===== src/rtl/axil_led_irq_ctrl_if.sv =====
// AXI4-Lite channel bundle between the XDMA m_axil master and the LED/IRQ register block.
interface axil_led_irq_ctrl_if #(
    parameter int ADDR_WIDTH = 9
) ();
    logic [ADDR_WIDTH-1:0] awaddr;
    logic                  awvalid;
    logic                  awready;
    logic [31:0]           wdata;
    logic [3:0]            wstrb;
    logic                  wvalid;
    logic                  wready;
    logic [1:0]            bresp;
    logic                  bvalid;
    logic                  bready;
    logic [ADDR_WIDTH-1:0] araddr;
    logic                  arvalid;
    logic                  arready;
    logic [31:0]           rdata;
    logic [1:0]            rresp;
    logic                  rvalid;
    logic                  rready;

    modport master (
        output awaddr, awvalid, wdata, wstrb, wvalid, bready, araddr, arvalid, rready,
        input  awready, wready, bresp, bvalid, arready, rdata, rresp, rvalid
    );
    modport slave (
        input  awaddr, awvalid, wdata, wstrb, wvalid, bready, araddr, arvalid, rready,
        output awready, wready, bresp, bvalid, arready, rdata, rresp, rvalid
    );
endinterface


===== src/rtl/axil_led_irq_ctrl.sv =====
// AXI4-Lite LED bank (static + optional blink) and XDMA user-interrupt generator.
// Define AXIL_LED_BLINK_EN to build the blink counter with BLINK_MASK/BLINK_PERIOD.
module axil_led_irq_ctrl #(
    parameter int WIRQ       = 2,
    parameter int ADDR_WIDTH = 9,
    parameter int CNT_WIDTH  = 32
) (
    input  logic               axi_aclk,
    input  logic               axi_aresetn,
    axil_led_irq_ctrl_if.slave s_axil,
    output logic [7:0]         led,
    output logic [WIRQ-1:0]    usr_irq_req,
    input  logic [WIRQ-1:0]    usr_irq_ack
);
    localparam logic [2:0] A_LED    = 3'd0;
    localparam logic [2:0] A_MASK   = 3'd1;
    localparam logic [2:0] A_PERIOD = 3'd2;
    localparam logic [2:0] A_TRIG   = 3'd3;
    localparam logic [2:0] A_STATUS = 3'd4;
    localparam logic [2:0] A_COUNT  = 3'd5;
    localparam logic [1:0] RESP_OKAY   = 2'b00;
    localparam logic [1:0] RESP_SLVERR = 2'b10;

    typedef enum logic {IRQ_IDLE = 1'b0, IRQ_REQ = 1'b1} irq_state_e;

    logic        rdy_q, aw_got_q, w_got_q, bvalid_q, rvalid_q;
    logic [2:0]  awidx_q;
    logic [31:0] wdata_q, rdata_q;
    logic [3:0]  wstrb_q;
    logic [1:0]  bresp_q, rresp_q;
    logic        aw_hs, w_hs, ar_hs, wr_fire;
    logic [2:0]  wr_idx;
    logic [31:0] wr_data, strb_bits, rd_word;
    logic [3:0]  wr_strb;
    logic [1:0]  rd_resp;
    logic [7:0]  led_out_q, led_out_d;
    logic [31:0] irq_cnt_q, irq_cnt_d;
    logic [WIRQ-1:0] trig, pend_vec;
    logic        unused_bits;

    // Ready is held low for the first cycle after reset release via rdy_q.
    assign s_axil.awready = rdy_q & ~aw_got_q & ~bvalid_q;
    assign s_axil.wready  = rdy_q & ~w_got_q & ~bvalid_q;
    assign s_axil.arready = rdy_q & ~rvalid_q;
    assign s_axil.bvalid  = bvalid_q;
    assign s_axil.bresp   = bresp_q;
    assign s_axil.rvalid  = rvalid_q;
    assign s_axil.rdata   = rdata_q;
    assign s_axil.rresp   = rresp_q;

    assign aw_hs     = s_axil.awvalid & s_axil.awready;
    assign w_hs      = s_axil.wvalid & s_axil.wready;
    assign ar_hs     = s_axil.arvalid & s_axil.arready;
    assign wr_fire   = (aw_got_q | aw_hs) & (w_got_q | w_hs);
    assign wr_idx    = aw_got_q ? awidx_q : s_axil.awaddr[4:2];
    assign wr_data   = w_got_q ? wdata_q : s_axil.wdata;
    assign wr_strb   = w_got_q ? wstrb_q : s_axil.wstrb;
    assign strb_bits = {{8{wr_strb[3]}}, {8{wr_strb[2]}}, {8{wr_strb[1]}}, {8{wr_strb[0]}}};
    assign unused_bits = ^{s_axil.awaddr, s_axil.araddr, wr_data, strb_bits};

    always_ff @(posedge axi_aclk or negedge axi_aresetn) begin
        if (!axi_aresetn) begin
            rdy_q    <= 1'b0;
            aw_got_q <= 1'b0;
            w_got_q  <= 1'b0;
            bvalid_q <= 1'b0;
            rvalid_q <= 1'b0;
            awidx_q  <= '0;
            wdata_q  <= '0;
            wstrb_q  <= '0;
            bresp_q  <= RESP_OKAY;
            rdata_q  <= '0;
            rresp_q  <= RESP_OKAY;
        end else begin
            rdy_q <= 1'b1;
            if (wr_fire) begin
                aw_got_q <= 1'b0;
                w_got_q  <= 1'b0;
                bvalid_q <= 1'b1;
                bresp_q  <= (wr_idx > A_COUNT) ? RESP_SLVERR : RESP_OKAY;
            end else begin
                if (aw_hs) begin
                    aw_got_q <= 1'b1;
                    awidx_q  <= s_axil.awaddr[4:2];
                end
                if (w_hs) begin
                    w_got_q <= 1'b1;
                    wdata_q <= s_axil.wdata;
                    wstrb_q <= s_axil.wstrb;
                end
                if (bvalid_q && s_axil.bready) bvalid_q <= 1'b0;
            end
            if (ar_hs) begin
                rvalid_q <= 1'b1;
                rdata_q  <= rd_word;
                rresp_q  <= rd_resp;
            end else if (rvalid_q && s_axil.rready) begin
                rvalid_q <= 1'b0;
            end
        end
    end

`ifdef AXIL_LED_BLINK_EN
    logic [7:0]           blink_mask_q, blink_mask_d;
    logic [CNT_WIDTH-1:0] period_q, period_d, cnt_q, cnt_d;
    logic                 phase_q, phase_d;

    always_comb begin
        blink_mask_d = blink_mask_q;
        period_d     = period_q;
        cnt_d        = cnt_q;
        phase_d      = phase_q;
        if (wr_fire && wr_idx == A_MASK && wr_strb[0]) blink_mask_d = wr_data[7:0];
        if (wr_fire && wr_idx == A_PERIOD) begin
            period_d = (period_q & ~strb_bits[CNT_WIDTH-1:0]) |
                       (wr_data[CNT_WIDTH-1:0] & strb_bits[CNT_WIDTH-1:0]);
            cnt_d    = '0;
            phase_d  = 1'b0;
        end else if (period_q == '0) begin
            cnt_d   = '0;
            phase_d = 1'b0;
        end else if (cnt_q == period_q - CNT_WIDTH'(1)) begin
            cnt_d   = '0;
            phase_d = ~phase_q;
        end else begin
            cnt_d = cnt_q + CNT_WIDTH'(1);
        end
    end

    always_ff @(posedge axi_aclk or negedge axi_aresetn) begin
        if (!axi_aresetn) begin
            blink_mask_q <= '0;
            period_q     <= '0;
            cnt_q        <= '0;
            phase_q      <= 1'b0;
        end else begin
            blink_mask_q <= blink_mask_d;
            period_q     <= period_d;
            cnt_q        <= cnt_d;
            phase_q      <= phase_d;
        end
    end

    assign led = led_out_q ^ (blink_mask_q & {8{phase_q}});
`else
    assign led = led_out_q;
`endif

    always_comb begin
        rd_word = '0;
        rd_resp = RESP_OKAY;
        case (s_axil.araddr[4:2])
            A_LED:    rd_word[7:0] = led_out_q;
`ifdef AXIL_LED_BLINK_EN
            A_MASK:   rd_word[7:0] = blink_mask_q;
            A_PERIOD: rd_word[CNT_WIDTH-1:0] = period_q;
`endif
            A_STATUS: begin
                rd_word[16 +: WIRQ]  = pend_vec;
                rd_word[WIRQ-1:0]    = usr_irq_req;
            end
            A_COUNT:  rd_word = irq_cnt_q;
            3'd6, 3'd7: rd_resp = RESP_SLVERR;
            default:  rd_word = '0;
        endcase
    end

    assign led_out_d = (wr_fire && wr_idx == A_LED && wr_strb[0]) ? wr_data[7:0] : led_out_q;
    assign trig      = (wr_fire && wr_idx == A_TRIG) ?
                       (wr_data[WIRQ-1:0] & strb_bits[WIRQ-1:0]) : '0;
    // Only acks landing on a requesting line are counted; idle-line acks are ignored.
    assign irq_cnt_d = irq_cnt_q + 32'($countones(usr_irq_ack & usr_irq_req));

    always_ff @(posedge axi_aclk or negedge axi_aresetn) begin
        if (!axi_aresetn) begin
            led_out_q <= '0;
            irq_cnt_q <= '0;
        end else begin
            led_out_q <= led_out_d;
            irq_cnt_q <= irq_cnt_d;
        end
    end

    for (genvar g = 0; g < WIRQ; g++) begin : g_irq
        irq_state_e st_q, st_d;
        logic       pend_q, pend_d;

        always_ff @(posedge axi_aclk or negedge axi_aresetn) begin
            if (!axi_aresetn) begin
                st_q   <= IRQ_IDLE;
                pend_q <= 1'b0;
            end else begin
                st_q   <= st_d;
                pend_q <= pend_d;
            end
        end

        always_comb begin
            st_d   = st_q;
            pend_d = pend_q | trig[g];
            case (st_q)
                IRQ_IDLE: if (pend_q) begin
                    st_d   = IRQ_REQ;
                    pend_d = trig[g];
                end
                IRQ_REQ:  if (usr_irq_ack[g]) st_d = IRQ_IDLE;
                default:  st_d = IRQ_IDLE;
            endcase
        end

        assign usr_irq_req[g] = (st_q == IRQ_REQ);
        assign pend_vec[g]    = pend_q;
    end
endmodule


===== src/flat_wrapper.sv =====
// flat-port wrapper written by rule: the top's interface ports become plain ports
module axil_led_irq_ctrl_flat 
#(
    parameter int WIRQ       = 2,
    parameter int ADDR_WIDTH = 9,
    parameter int CNT_WIDTH  = 32
)
  (axi_aclk, axi_aresetn, led, usr_irq_req, usr_irq_ack, s_axil_awaddr, s_axil_awvalid, s_axil_wdata, s_axil_wstrb, s_axil_wvalid, s_axil_bready, s_axil_araddr, s_axil_arvalid, s_axil_rready, s_axil_awready, s_axil_wready, s_axil_bresp, s_axil_bvalid, s_axil_arready, s_axil_rdata, s_axil_rresp, s_axil_rvalid);
  axil_led_irq_ctrl_if #(.ADDR_WIDTH(ADDR_WIDTH)) s_axil_i ();
  input  logic axi_aclk;
  input  logic axi_aresetn;
  output logic [7:0] led;
  output logic [WIRQ-1:0] usr_irq_req;
  input  logic [WIRQ-1:0] usr_irq_ack;
  input wire logic [$bits(s_axil_i.awaddr)-1:0] s_axil_awaddr;
  input wire logic [$bits(s_axil_i.awvalid)-1:0] s_axil_awvalid;
  input wire logic [$bits(s_axil_i.wdata)-1:0] s_axil_wdata;
  input wire logic [$bits(s_axil_i.wstrb)-1:0] s_axil_wstrb;
  input wire logic [$bits(s_axil_i.wvalid)-1:0] s_axil_wvalid;
  input wire logic [$bits(s_axil_i.bready)-1:0] s_axil_bready;
  input wire logic [$bits(s_axil_i.araddr)-1:0] s_axil_araddr;
  input wire logic [$bits(s_axil_i.arvalid)-1:0] s_axil_arvalid;
  input wire logic [$bits(s_axil_i.rready)-1:0] s_axil_rready;
  output wire logic [$bits(s_axil_i.awready)-1:0] s_axil_awready;
  output wire logic [$bits(s_axil_i.wready)-1:0] s_axil_wready;
  output wire logic [$bits(s_axil_i.bresp)-1:0] s_axil_bresp;
  output wire logic [$bits(s_axil_i.bvalid)-1:0] s_axil_bvalid;
  output wire logic [$bits(s_axil_i.arready)-1:0] s_axil_arready;
  output wire logic [$bits(s_axil_i.rdata)-1:0] s_axil_rdata;
  output wire logic [$bits(s_axil_i.rresp)-1:0] s_axil_rresp;
  output wire logic [$bits(s_axil_i.rvalid)-1:0] s_axil_rvalid;
  assign s_axil_i.awaddr = s_axil_awaddr;
  assign s_axil_i.awvalid = s_axil_awvalid;
  assign s_axil_i.wdata = s_axil_wdata;
  assign s_axil_i.wstrb = s_axil_wstrb;
  assign s_axil_i.wvalid = s_axil_wvalid;
  assign s_axil_i.bready = s_axil_bready;
  assign s_axil_i.araddr = s_axil_araddr;
  assign s_axil_i.arvalid = s_axil_arvalid;
  assign s_axil_i.rready = s_axil_rready;
  assign s_axil_awready = s_axil_i.awready;
  assign s_axil_wready = s_axil_i.wready;
  assign s_axil_bresp = s_axil_i.bresp;
  assign s_axil_bvalid = s_axil_i.bvalid;
  assign s_axil_arready = s_axil_i.arready;
  assign s_axil_rdata = s_axil_i.rdata;
  assign s_axil_rresp = s_axil_i.rresp;
  assign s_axil_rvalid = s_axil_i.rvalid;
  axil_led_irq_ctrl #(.WIRQ(WIRQ), .ADDR_WIDTH(ADDR_WIDTH), .CNT_WIDTH(CNT_WIDTH)) u_core (.axi_aclk(axi_aclk), .axi_aresetn(axi_aresetn), .s_axil(s_axil_i), .led(led), .usr_irq_req(usr_irq_req), .usr_irq_ack(usr_irq_ack));
endmodule

===== config.mk =====
export PLATFORM = sky130hd
export DESIGN_NAME = axil_led_irq_ctrl_flat
export DESIGN_NICKNAME = d
export VERILOG_FILES = /design/src/rtl/axil_led_irq_ctrl_if.sv /design/src/rtl/axil_led_irq_ctrl.sv /design/src/flat_wrapper.sv
export SDC_FILE = /design/constraint.sdc
export NUM_CORES = 1
export LEC_CHECK = 0
export CELL_PAD_IN_SITES_DETAIL_PLACEMENT = 0
export CELL_PAD_IN_SITES_GLOBAL_PLACEMENT = 1
export CORE_ASPECT_RATIO = 1.4
export CORE_MARGIN = 3
export CORE_UTILIZATION = 41
export DETAILED_ROUTE_END_ITERATION = 12
export GPL_TIMING_DRIVEN = 0
export PLACE_DENSITY = 0.82
export SYNTH_ARGS = -nofsm -noshare
export SYNTH_HDL_FRONTEND = slang
export SYNTH_SLANG_ARGS = --single-unit

===== constraint.sdc =====
create_clock -name axi_aclk -period 8.4 [get_ports axi_aclk]
set_clock_uncertainty 0.15 [all_clocks]
set_input_delay 1.26 -clock axi_aclk [delete_from_list [all_inputs] [get_ports axi_aclk]]
set_output_delay 1.26 -clock axi_aclk [all_outputs]
set_load 0.02 [all_outputs]

Yosys cells after proc, flatten, opt, wreduce, memory -nomap -nowiden
Cells that the tools add are included.
{"block": "word_totals", "register_bits": 97, "in_bits": 63, "elab_cells": 90}
{"block": "classes", "add_sub_neg": 2, "order_cmp": 1, "n_eq_ne": 5, "mux": 29, "n_bitwise": 22, "reduce_logical": 14}
{"cell": "$add A32 B32 Y32", "n": 1}
{"cell": "$mux W1", "n": 17}
{"cell": "$mux W8", "n": 2}
{"cell": "$mux W14", "n": 1}
{"cell": "$eq A3 B3 Y1 const B", "n": 4}
{"cell": "$pmux W6 S2", "n": 1}
{"cell": "$and A1 B1 Y1", "n": 9}
{"cell": "$reduce_bool A2 Y1", "n": 4}
{"cell": "$not A1 Y1", "n": 7}
{"cell": "$logic_not A3 Y1", "n": 2}
{"cell": "$mux W2", "n": 3}
{"cell": "$pmux W2 S3", "n": 1}
{"cell": "$logic_and A1 B1 Y1", "n": 5}
{"cell": "$and A2 B2 Y2", "n": 2}
{"cell": "$or A1 B1 Y1", "n": 4}
{"cell": "$pmux W1 S2", "n": 2}
{"cell": "$pmux W2 S2", "n": 1}
{"cell": "$reduce_and A2 Y1", "n": 2}
{"cell": "$eq A3 B2 Y1 const B", "n": 1}
{"cell": "$gt A3 B3 Y1 const B", "n": 1}
{"cell": "$mux W3", "n": 1}
{"cell": "$add A1 B1 Y2", "n": 1}
{"cell": "$reduce_or A2 Y1", "n": 1}

Depth between registers and ports, before layout
Gate-level depths: netlist of the first run.
{"block": "depth", "word_depth": 11, "ltp_mapped": 10, "mapped_depth_nobuf": 10}

Least setup slack after synthesis of the first run
No wires, ideal clock.
{"block": "synth_timing", "kind": "input port to flip-flop", "start": "in usr_irq_ack[0]", "end": "reg u_core.irq_cnt_q[26]", "arrival_time_ps": 3319, "required_time_ps": 8127, "path_slack_ps": 4808, "path_stages": 10, "path_buffers": 0, "cell_sequence": "and2_1 > ha_1 > ha_1 > inv_1 > fa_1 > nand4b_1 > nor4_4 > and3_4 > nand4_2 > xnor2_1"}
{"block": "synth_via", "elab_chain_len": 3}
{"element": "from (decl)", "line_no": "flat_wrapper.sv:14", "rtl": "input logic [WIRQ-1:0] usr_irq_ack;"}
{"element": "$and A2 B2 Y2", "line_no": "axil_led_irq_ctrl.sv:172", "rtl": "assign irq_cnt_d = irq_cnt_q + 32'($countones(usr_irq_ack & usr_irq_req));"}
{"element": "$add A1 B1 Y2 (implied by the code)", "line_no": "axil_led_irq_ctrl.sv:172"}
{"element": "$add A32 B32 Y32", "line_no": "axil_led_irq_ctrl.sv:172"}
{"element": "named net u_core.irq_cnt_d[26]", "line_no": "axil_led_irq_ctrl.sv:37", "rtl": "logic [31:0] irq_cnt_q, irq_cnt_d;"}
{"element": "to (signal assigned)", "line_no": "axil_led_irq_ctrl.sv:180", "rtl": "irq_cnt_q <= irq_cnt_d;"}
{"element": "to (decl)", "line_no": "axil_led_irq_ctrl.sv:37"}
The timed path passes the listed nets, and every way through them passes these cells.
A chain may end at the register's enable or synchronous reset.

Worst setup path after layout of the first run
Ends and elaborated chain as after synthesis.

==> qor.yml, run 1 <==
cells_and_area:
  area_growth_pct: 29.6
  diodes: 0
  nets: 470
  fillers: 815
  drive_above_1_share_pct: 16.4
  final_cells: 540
  utilization_pct: 55.2
global_routing:
  overflow: 0
  grt_pass1_vias: 2796
  grtUsageTotal_pct: 15.4
  antenna_found_initial: 0
  grt_max_degree: 65
  grt_pass1_wl_um: 13900
timing:
  tightest_slew_ns: 0.970
  timing.slew.headroom_pct: 34.7
  fin_crit_ns: 3.93
  finalHoldViolations: 0
  rsz0062_at_grt: "no"
  max_freq_ghz: 0.254
  min_period_over_period_pct: 46.8
  setup_tns_ns: 0
  drv_slew: 0
  setup_viol: 0
setup_path:
  r2r_end: "u_core.irq_cnt_q[26]"
  path_max_fanout: 4
  cp-start-kind: "primary input"
  crit_arrival_ns: 4.00
  reg2reg_depth: 10
  critPathCaptureType: "flip-flop"
  critPathTopFamily: "simple AND/OR/NAND/NOR gates"
  path_buf_inv: 2
  required_ns: 8.47
  cp_slowest_cell: "fa_1"
  crit_path_cell_trace: "clkdlybuf4s50_1 -> and2_1 -> ha_1 -> ha_1 -> inv_1 -> fa_1 -> nand4b_1 -> nor4_4 -> and3_4 -> nand4_2 -> xnor2_1"
  critical_path_class: "primary input to flip-flop"
  max_stage_delay_ns: 0.43
  rr_startpoint: "u_core.g_irq[1].st_q"
  cpMostUsedCell: "ha_1"
  r2r_setup_slack_ns: 5.34
clock_tree:
  path_clk_slew_ns: 0.07
  clock_sinks: 95
  htree_num_levels: 3
  hold_buffers: 0
  cts_buffers: 9
  clockBufferDepth: 2
  cts_resized: 0
  post-cts-setup-buffers: 0
  root_buffer: "clkbuf_16"
  clk_latency_ns: 0.34
  cts_tree: "done"
min_path:
  whs_endpoint: "u_core.irq_cnt_q[31]"
  min-delay-start: "u_core.irq_cnt_q[31]"
  hold_class: "flip-flop to flip-flop"
  hold_depth: 1
placed_design:
  dp_cells: 524
  place.gp.congestion: 0.740
  dp_hpwl_um: 6070
  port_buffers: 71
synthesis:
  async_flop_share_pct: 100
  synth_area_mm2: 0.00409
  netlist_instances: 319
  netlist.area_leader.share_pct: 58.1
  synth_commonest_cells: "dfrtp_1, mux2_2, a22o_1"
  synth-main-ff-cell: "dfrtp_1"
  synth_cell_types: 44
  synth-seq-area-share_pct: 58.1
  yosysWarnings: 0
  ys_ff_latch: 95
  synth_area_leader_cell: "dfrtp_1"
  avgSynthCellArea_um2: 12.8
  yosys-top-cells-area: "dfrtp_1, mux2_2, a22o_1"
  synth.most_common_cell: "dfrtp_1"
  synth_edf_count: 0
route:
  ant_nets: 0
  viasPerCell: 5.01
  drt_iter0_markers: 133
  drc: 0
  num_vias: 2708
  dr.pass1.iters: 4
  wl_per_cell_um: 15.1
  drt_wl_total_um: 8140
pwr:
  irDropWorstVdd_mv: 0.182
  leakage_nw: 2.42
  powerDensity_mw_per_mm2: 240
floorplanning:
  start_util_pct: 42.6
  fp.coreArea_mm2: 0.00962
  die_area_mm2: 0.0112
  die_w_um: 90.5
  fp.dieH_um: 124
  ios: 114
  rows: 42
run_status:
  status: "finished clean"
job:
  cap_viol_max_count: 0
-- state kept, by name, indices dropped and copies added (netlist names) --
register and cells:
u_core.irq_cnt_q 32, u_core.s_axil.rdata 32, u_core.led 8, u_core.wdata_q 8, u_core.awidx_q 3, u_core.g_irq.pend_q 2
u_core.g_irq.st_q 2, u_core.aw_got_q 1, u_core.rdy_q 1, u_core.s_axil.bresp 1, u_core.s_axil.bvalid 1, u_core.s_axil.rresp 1
u_core.s_axil.rvalid 1, u_core.w_got_q 1, u_core.wstrb_q 1
-- logic make-up after synthesis --
kind of cell,after synthesis,share of synthesized area (%)
xor+xnor,30,6.42
flops,95,58.1
other cells,2,0.183
simple gates,77,11.4
mux,35,9.47
fa+ha+maj,4,1.41
compound gates,48,9.78
buf+inv,28,3.30
-- placed cells by master, fill, tap and decap left out, types with 2 or more instances in the layout --
master           Yosys  routed
nand3_1             11      11
conb_1               2       3
clkdlybuf4s50_1      0      70
a21oi_1              3       3
nor3_1               3       3
dfrtp_1             95      95
o21ai_0              6       6
ha_1                 3       3
buf_2                3       3
nor2_1              11      11
mux2_2              30      30
mux2i_1              5       5
inv_6                0       2
and2_1               3       3
a222oi_1             6       6
nand2_1             19      19
clkbuf_16            0       9
nor2b_1              2       2
a22o_1              28      28
xor2_1               8       8
inv_1               14      14
and4_1               5       5
nand4_1              5       5
xnor2_1             22      22
buf_4                7       8
and3_1               4       4
clkbuf_1             4       5
-- per-layer routing --
metal	global-route usage [%]	vias to the layer above	wire length, um
met1	18.3	1326	3530
met2	26.8	60	4120
met3	4.06	10	369
li1	-	1312	-
met4	5.14	0	123
met5	0	-	0
-- report_power, final --
part / switching [mW] / internal [mW]
sequential: 0.0472 / 0.524
clock: 0.173 / 0.242
combinational: 0.135 / 0.150
total: 0.355 / 0.916
-- stage by stage --
stage | power, mW | area (um^2) | setup slack [ns] | hold WS, ns
floorplan | 0.752 | 4100 | 4.81 | 0.296
global placement | 0.860 | 4970 | 2.51 | 0.313
detailed placement | 0.869 | 5000 | 4.07 | 0.318
CTS | 1.28 | 5310 | 4.43 | 0.331
global route | 1.34 | 5310 | 4.30 | 0.345
finish | 1.27 | 5310 | 4.47 | 0.335
-- how the worst max path moves through the flow --
| stage | startpoint | cells after the start | endpoint |
|---|---|---|---|
| final | usr_irq_ack[0] | 11 | u_core.irq_cnt_q[26] |
| after global routing | usr_irq_ack[0] | 11 | u_core.irq_cnt_q[26] |
| after CTS | usr_irq_ack[0] | 11 | u_core.irq_cnt_q[26] |
| after detailed placement | usr_irq_ack[0] | 11 | u_core.irq_cnt_q[26] |
| after global placement | axi_aresetn | 1 | u_core.awidx_q[0] |
| after floorplan | usr_irq_ack[0] | 10 | u_core.irq_cnt_q[26] |
-- final cells by class --
class	count	area, um^2	area share [%]
Tap cell	132	165	3.11
Clock inverter	5	63.8	1.20
Buffer	14	82.6	1.56
Inverter	14	52.6	0.991
Clock buffer	11	243	4.58
Timing Repair Buffer	72	736	13.9
Sequential cell	95	2380	44.8
Multi-Input combinational cell	197	1590	29.9
No activity file was read; power rests on OpenSTA's default activity.
==> inputs of run 2 (changes only) <==
Settings changed: CORE_UTILIZATION 41 to 38, PLACE_DENSITY 0.82 to 0.76.
Clock period 8.4 ns to 3.85 ns, I/O delays scaled along.
==> qor.yml, run 2 (same netlist as run 1, synthesis figures left out) <==
cells_and_area:
  nets: 470
  area_growth_pct: 30.2
  drive_above_1_share_pct: 16.4
  final_cell_mix: "dfrtp_1, clkdlybuf4s50_1, mux2_2"
  utilization_pct: 51.0
  layout_commonest_cell: "dfrtp_1"
  diodes: 0
timing:
  setup_viol: 0
  rsz0062_at_grt: "no"
  tightest_slew_ns: 0.938
  holdWs_ns: 0.0514
  min_period_over_period_pct: 83.6
  max_freq_ghz: 0.311
  timing.slew.headroom_pct: 36.9
  finalHoldViolations: 0
  setup_tns_ns: 0
  drv_slew: 0
  fin_crit_ns: 3.22
global_routing:
  overflow: 0
  antenna_found_initial: 0
  grt_max_degree: 61
  grt_pass1_vias: 2883
  grt_pass1_wl_um: 14200
  grtUsageTotal_pct: 15.1
clock_tree:
  clk_latency_ns: 0.34
  cts_resized: 0
  post-cts-setup-buffers: 0
  cts_buffers: 9
  clock_sinks: 95
  hold_buffers: 0
  path_clk_slew_ns: 0.06
  cts_tree: "done"
  root_buffer: "clkbuf_16"
  clockBufferDepth: 2
  htree_num_levels: 3
route:
  dr.pass1.iters: 4
  num_vias: 2747
  viasPerCell: 5.03
  dr_wl_met3_um: 539
  drt_iter0_markers: 82
  maxUsedRoutingLayer: "met4"
  wl_per_cell_um: 15.2
  wl_met2_um: 4240
  drt_wl_total_um: 8300
  drc: 0
  ant_nets: 0
  met1_length_um: 3420
run_status:
  status: "finished clean"
pwr:
  leakage_nw: 2.43
  intPower_mw: 2.06
  p_sw_share_pct: 27.2
  pwr-share-comb_pct: 22.2
  p_clk_share_pct: 33.8
  power_mw: 2.83
  seqPwrFrac_pct: 44.1
  powerDensity_mw_per_mm2: 530
  irDropWorstVdd_mv: 0.321
  netSwitchingPower_uw: 768
setup_path:
  reg2reg_depth: 10
  r2r_setup_slack_ns: 0.81
  crit_path_cell_trace: "clkdlybuf4s50_1 -> and2_1 -> ha_1 -> ha_1 -> inv_1 -> fa_1 -> nand4b_1 -> nor4_4 -> and3_4 -> nand4_2 -> xnor2_1"
  critPathCaptureType: "flip-flop"
  r2r_end: "u_core.irq_cnt_q[26]"
  path_buf_inv: 2
  cp_slowest_cell: "clkdlybuf4s50_1"
  rr_startpoint: "u_core.g_irq[1].st_q"
  required_ns: 3.92
  cpMostUsedCell: "ha_1"
  critPathTopFamily: "simple AND/OR/NAND/NOR gates"
  crit_arrival_ns: 3.29
  critical_path_class: "primary input to flip-flop"
  cp-start-kind: "primary input"
  max_stage_delay_ns: 0.42
  path_max_fanout: 4
floorplanning:
  ios: 114
  die_w_um: 93.7
  fp.coreArea_mm2: 0.0105
  rows: 44
  die_area_mm2: 0.0121
  start_util_pct: 39.1
  fp.dieH_um: 129
placed_design:
  dp_hpwl_um: 6220
  place.gp.congestion: 0.732
  port_buffers: 71
job:
  cap_viol_max_count: 0
min_path:
  hold_class: "primary input to asynchronous set/reset pin"
run 2: worst max-delay path by stage:
| stage | startpoint | end | slack (ns) | cells after the start |
|---|---|---|---|---|
| floorplan | usr_irq_ack[0] | u_core.irq_cnt_q[26] | 0.94 | 10 |
| global placement | axi_aresetn | u_core.awidx_q[0] | -1.42 | 1 |
| detailed placement | usr_irq_ack[0] | u_core.irq_cnt_q[26] | 0.24 | 11 |
| CTS | usr_irq_ack[0] | u_core.irq_cnt_q[26] | 0.60 | 11 |
| global route | usr_irq_ack[0] | u_core.irq_cnt_q[26] | 0.47 | 11 |
| finish | usr_irq_ack[0] | u_core.irq_cnt_q[26] | 0.63 | 11 |
run 2: final cells by class:
cell class                      count  area (um^2)
Buffer                             14         82.6
Clock buffer                       11          243
Clock inverter                      5         81.3
Fill cell                         970         5130
Inverter                           14         52.6
Multi-Input combinational cell    197         1590
Sequential cell                    95         2380
Tap cell                          138          173
Timing Repair Buffer               72          736
run 2: worst reg2reg max path: stages, from the launching register on:
cell	delay, ns
dfrtp_1	0.44
and2_1	0.19
ha_1	0.28
ha_1	0.16
inv_1	0.05
fa_1	0.42
nand4b_1	0.27
nor4_4	0.41
and3_4	0.29
nand4_2	0.12
xnor2_1	0.14
run 2: power groups by stage:
stage	Clock [mW]	Sequential, mW	Combinational, mW
5_1_grt	1.03	1.27	0.686
6_report	0.955	1.25	0.626
3_3_place_gp	0	1.26	0.621
4_1_cts	0.977	1.24	0.637
2_1_floorplan	0	1.29	0.346
3_5_place_dp	0	1.26	0.637
run 2: layer usage:
layer  vias to the layer above  track usage [%]
met3                         7             4.50
li1                       1309                -
met1                      1356             18.4
met2                        75             25.1
met4                         0             5.78
met5                         -                0
run 2: metrics by stage:
| stage | setup slack, ns | instances | area [um^2] |
|---|---|---|---|
| after global routing | 0.472 | 546 | 5330 |
| after floorplan | 0.941 | 320 | 4100 |
| after global placement | -1.42 | 529 | 4980 |
| final | 0.632 | 546 | 5330 |
| after detailed placement | 0.236 | 530 | 5010 |
| after CTS | 0.597 | 546 | 5330 |
